--- src/rtl/cmp_pkg.sv ---
// Shared types and elaboration-time helpers for the sequential magnitude comparator.
package cmp_pkg;

  typedef enum logic [1:0] {
    IDLE = 2'd0,
    RUN  = 2'd1,
    DONE = 2'd2
  } cmp_state_t;

  function automatic int ndig(input int width, input int digit);
    return width / digit;
  endfunction

  function automatic int clog2(input int n);
    int r;
    int v;
    r = 0;
    v = 1;
    while (v < n) begin
      v = v << 1;
      r = r + 1;
    end
    return r;
  endfunction

endpackage

--- src/rtl/digit_cmp.sv ---
// Combinational compare of one DIGIT-bit slice of the two operands.
module digit_cmp #(
  parameter int DIGIT = 2
) (
  input  logic [DIGIT-1:0] x,
  input  logic [DIGIT-1:0] y,
  output logic             d_eq,
  output logic             d_gt
);

  assign d_eq = (x == y);
  assign d_gt = (x > y);

endmodule

--- src/rtl/seq_mag_compare.sv ---
// Sequential MSB-first magnitude comparator, DIGIT bits per clock, with signed
// mode, optional early exit and cascade inputs from a lower-order stage.
module seq_mag_compare
  import cmp_pkg::*;
#(
  parameter int WIDTH      = 32,
  parameter int DIGIT      = 2,
  parameter int EARLY_EXIT = 1
) (
  input  logic             clk,
  input  logic             rst,
  input  logic             start,
  input  logic [WIDTH-1:0] a,
  input  logic [WIDTH-1:0] b,
  input  logic             signed_mode,
  input  logic             eq_in,
  input  logic             gt_in,
  output logic             busy,
  output logic             done,
  output logic             eq,
  output logic             gt,
  output logic             lt,
  output logic [1:0]       dbg_state
);

  localparam int NDIG = ndig(WIDTH, DIGIT);
  localparam int IW   = (clog2(NDIG) < 1) ? 1 : clog2(NDIG);
  localparam logic [IW-1:0]    IDX_TOP  = IW'(NDIG - 1);
  localparam logic [WIDTH-1:0] SIGN_BIT = WIDTH'(1) << (WIDTH - 1);

  if ((WIDTH % DIGIT) != 0) begin : g_bad_width
    $error("seq_mag_compare: WIDTH must be a multiple of DIGIT");
  end

  // Handshake: start is only sampled in IDLE; busy covers RUN and DONE, and
  // done pulses for exactly one cycle when eq/gt/lt become valid.

  cmp_state_t       state;
  cmp_state_t       state_next;
  logic [IW-1:0]    idx;
  logic [WIDTH-1:0] a_q;
  logic [WIDTH-1:0] b_q;
  logic             eq_in_q;
  logic             gt_in_q;
  logic             found;
  logic             found_gt;
  logic             eq_r;
  logic             gt_r;
  logic             lt_r;

  logic [DIGIT-1:0] a_dig [NDIG];
  logic [DIGIT-1:0] b_dig [NDIG];
  logic [DIGIT-1:0] a_sel;
  logic [DIGIT-1:0] b_sel;
  logic             d_eq;
  logic             d_gt;
  logic             hit;
  logic             hit_gt;
  logic             last;

  for (genvar g = 0; g < NDIG; g++) begin : g_dig
    assign a_dig[g] = a_q[g*DIGIT +: DIGIT];
    assign b_dig[g] = b_q[g*DIGIT +: DIGIT];
  end

  assign a_sel = a_dig[idx];
  assign b_sel = b_dig[idx];

  digit_cmp #(.DIGIT(DIGIT)) u_digit_cmp (
    .x    (a_sel),
    .y    (b_sel),
    .d_eq (d_eq),
    .d_gt (d_gt)
  );

  // The first differing digit decides; a later mismatch never overrides it.
  assign hit    = found | ~d_eq;
  assign hit_gt = found ? found_gt : d_gt;
  assign last   = (idx == '0) || ((EARLY_EXIT != 0) && hit);

  always_ff @(posedge clk) begin
    if (rst) state <= IDLE;
    else     state <= state_next;
  end

  always_comb begin
    state_next = state;
    case (state)
      IDLE:    if (start) state_next = RUN;
      RUN:     if (last) state_next = DONE;
      DONE:    state_next = IDLE;
      default: state_next = IDLE;
    endcase
  end

  always_ff @(posedge clk) begin
    if (rst) begin
      idx      <= IDX_TOP;
      a_q      <= '0;
      b_q      <= '0;
      eq_in_q  <= 1'b0;
      gt_in_q  <= 1'b0;
      found    <= 1'b0;
      found_gt <= 1'b0;
      eq_r     <= 1'b0;
      gt_r     <= 1'b0;
      lt_r     <= 1'b0;
    end else begin
      case (state)
        IDLE: begin
          if (start) begin
            // Flipping the sign bit maps two's complement onto offset binary.
            a_q      <= signed_mode ? (a ^ SIGN_BIT) : a;
            b_q      <= signed_mode ? (b ^ SIGN_BIT) : b;
            eq_in_q  <= eq_in;
            gt_in_q  <= gt_in;
            idx      <= IDX_TOP;
            found    <= 1'b0;
            found_gt <= 1'b0;
          end
        end
        RUN: begin
          if (!found && !d_eq) begin
            found    <= 1'b1;
            found_gt <= d_gt;
          end
          if (last) begin
            if (hit) begin
              eq_r <= 1'b0;
              gt_r <= hit_gt;
              lt_r <= ~hit_gt;
            end else begin
              eq_r <= eq_in_q;
              gt_r <= gt_in_q & ~eq_in_q;
              lt_r <= ~eq_in_q & ~gt_in_q;
            end
          end else begin
            idx <= idx - IW'(1);
          end
        end
        default: ;
      endcase
    end
  end

  assign busy      = (state != IDLE);
  assign done      = (state == DONE);
  assign eq        = eq_r;
  assign gt        = gt_r;
  assign lt        = lt_r;
  assign dbg_state = state;

endmodule

--- config.mk ---
export PLATFORM = sky130hd
export DESIGN_NAME = seq_mag_compare
export DESIGN_NICKNAME = d
export VERILOG_FILES = /design/src/rtl/cmp_pkg.sv /design/src/rtl/digit_cmp.sv /design/src/rtl/seq_mag_compare.sv
export SDC_FILE = /design/constraint.sdc
export NUM_CORES = 1
export LEC_CHECK = 0
export CELL_PAD_IN_SITES_DETAIL_PLACEMENT = 1
export CELL_PAD_IN_SITES_GLOBAL_PLACEMENT = 2
export CORE_MARGIN = 5
export CORE_UTILIZATION = 25
export CTS_CLUSTER_DIAMETER = 100
export DETAILED_ROUTE_END_ITERATION = 16
export GPL_ROUTABILITY_DRIVEN = 0
export GPL_TIMING_DRIVEN = 0
export PLACE_DENSITY_LB_ADDON = 0.1
export REMOVE_ABC_BUFFERS = 1
export SLEW_MARGIN = 10
export SYNTH_ARGS = -nofsm -noshare
export SYNTH_HDL_FRONTEND = slang
export SYNTH_HIERARCHICAL = 1
export SYNTH_SLANG_ARGS = --single-unit
export TNS_END_PERCENT = 100
--- constraint.sdc ---
create_clock -name clk -period 3.97 [get_ports clk]
set_clock_uncertainty 0.15 [all_clocks]
set_input_delay 0.397 -clock clk [delete_from_list [all_inputs] [get_ports clk]]
set_output_delay 0.397 -clock clk [all_outputs]
set_load 0.02 [all_outputs]
==> metrics.txt <==
sequential share of the synthesized area=0.443; Pwr per Cell Area=445 mW/mm^2; largest cells by area after synthesis=dfxtp_1 (44%), nand2_1 (14%), a21oi_1 (10%); Worst-Margin Slew=937 ps; total track usage=0.118; Pleak=1.75 nW; share of cells above drive strength 1=0.0869; WS Path Type=reg2reg; CTS clk-pin slew, worst paths=60 ps; most frequent cell after synthesis=nand2_1; fillcell total=1643; unrepaired setup endpoints after global routing=no; #FFs+latches synth=77; number of synthesized flops with an enable pin=0; critical path arrival=3360 ps; Routed WL=9190 um; Fin. Hold Viols=0; setup bufs post-CTS=0; pre-CTS WS=612 ps; area of the die=0.0164 sq mm; DR vias=2958; Final Max Slew Viols=0; Post-Syn Area=0.00348 sq mm; Synth cell types=41; port bufs=76; Die Ht=128 um; Setup WS post-layout=672 ps; fin crit share=0.831; fmax=0.303 GHz; outcome=complete, no violations; IO Pins=77; 1st-pass router iterations=6; Avg Cell Area, Syn=8.53 sq um; Post-DP HPWL=6430 um; Worst setup SP type=register; final net count=542; final instance area=0.00466 sq mm; Rel. slew slack=0.375; Antenna Nets Post-Route=0; Critical Path RT=4040 ps; synthesis warning total=6; Layout area overhead=33.9%; vias in the first global route=3187; Vias per Instance=4.54; DP Area=0.00439 sq mm; top post-synthesis cells by count=nand2_1 (133), dfxtp_1 (77), a21oi_1 (70); CTS Sinks=77; initial antenna violation count=0; WL/cell=14.1 um; core area=0.0138 sq mm; Die Wd=128 um; nature of the critical path endpoint=register; DRC=0; Final Core Density=0.338; clock buffer depth=2; Setup-failing EPs final=0; worst-path maximum fanout=19; CTS Buf Count=9; CTS tree=done; first-pass GRT wire length=15600 um; final worst path period need=3300 ps; # hold bufs at CTS=0; Yosys top cell area share=0.443; post-synth top area cell=dfxtp_1; CTS resizes=0; Min Hold Slack=302 ps; prevailing post-synth register cell=dfxtp_1; worst min path class=reg2reg; FFs w/ async S/R, synth=0; initial core utilization=0.253; root buf cell=clkbuf_16; clock latency on the worst-skew pair=330 ps; total gr overflow=0; Core Rows=43; Synth Instances=408; largest net degree at the start of global routing=81; H-tree depth=3; hold path cells=2; max cap viols=0; initial DRC count=161; Inserted Diodes=0; reg2reg path depth=10; worst vdd ir=0.206 mV
==> metal layers <==
metal	vias to the layer above	share of wire	global-route usage
met1	1400	0.47	0.151
met5	-	0	0
li1	1501	-	-
met2	47	0.48	0.194
met4	0	0.014	0.0375
met3	10	0.038	0.0304
==> area by class of cell <==
type,instances,area (sq um),share of cell area
Clock buffer,12,256,0.0550
Multi-Input combinational cell,293,1730,0.371
Timing Repair Buffer,81,871,0.187
Clock inverter,2,10.0,0.00215
Tap cell,180,225,0.0483
Sequential cell,77,1540,0.331
Inverter,7,26.3,0.00564
==> cell usage in the layout (no fill, tap or decap), types with 3 or more instances in the layout <==
master / netlist / routed
nand2_1: 133 / 133
dfxtp_1: 77 / 76
clkdlybuf4s50_1: 0 / 75
a21oi_1: 70 / 70
mux4_2: 12 / 12
mux2i_1: 10 / 10
nor2_1: 9 / 9
clkbuf_16: 0 / 9
a22oi_1: 8 / 8
inv_1: 7 / 7
o211ai_1: 7 / 7
nand2b_1: 6 / 6
o21ai_0: 4 / 4
nor2b_1: 3 / 3
ha_1: 3 / 3
buf_16: 0 / 3
==> state kept, by name, indices dropped and copies added, names as in the netlist, 2 cells and up <==
signal and flops:
a_q 32, b_q 32, idx 4, dbg_state 2
==> worst paths after layout <==
kind              endpoint    start  slack [ps]
hold reg to reg    a_q[13]  a_q[13]         300
setup reg to reg    idx[0]   idx[2]         670
setup / recovery    idx[0]   idx[2]         670
hold / removal     a_q[13]  a_q[13]         300
==> stage by stage <==
| step | setup TNS, ps | std cells | total power [mW] |
|---|---|---|---|
| floorplan | 0 | 377 | 1.14 |
| global placement | -292 | 633 | 1.32 |
| detailed placement | 0 | 638 | 1.36 |
| CTS | 0 | 652 | 2.12 |
| global route | 0 | 652 | 2.19 |
| finish | 0 | 652 | 2.07 |
==> power by group <==
| group | switching, mW | internal, mW |
|---|---|---|
| combinational | 0.222 | 0.221 |
| sequential | 0.0456 | 0.839 |
| clock | 0.296 | 0.448 |
| total | 0.564 | 1.51 |
==> logic make-up after synthesis <==
logic type / after synthesis / synth area share
fa+ha+maj: 3 / 0.0108
compound gates: 99 / 0.166
flops: 77 / 0.443
simple gates: 167 / 0.208
xor+xnor: 2 / 0.00503
buf+inv: 38 / 0.0604
mux: 22 / 0.106
==> worst max-delay path, cell delays in order, from the launching register on <==
cell and delay [ps]:
dfxtp_1 930, nor2b_1 350, a22oi_1 160, o211ai_1 130
nand2_1 80, ha_1 300, and2_4 190, and2b_1 300
nand3_2 150, or3_1 330, o31a_1 110
(Power assumes the default switching activity.)
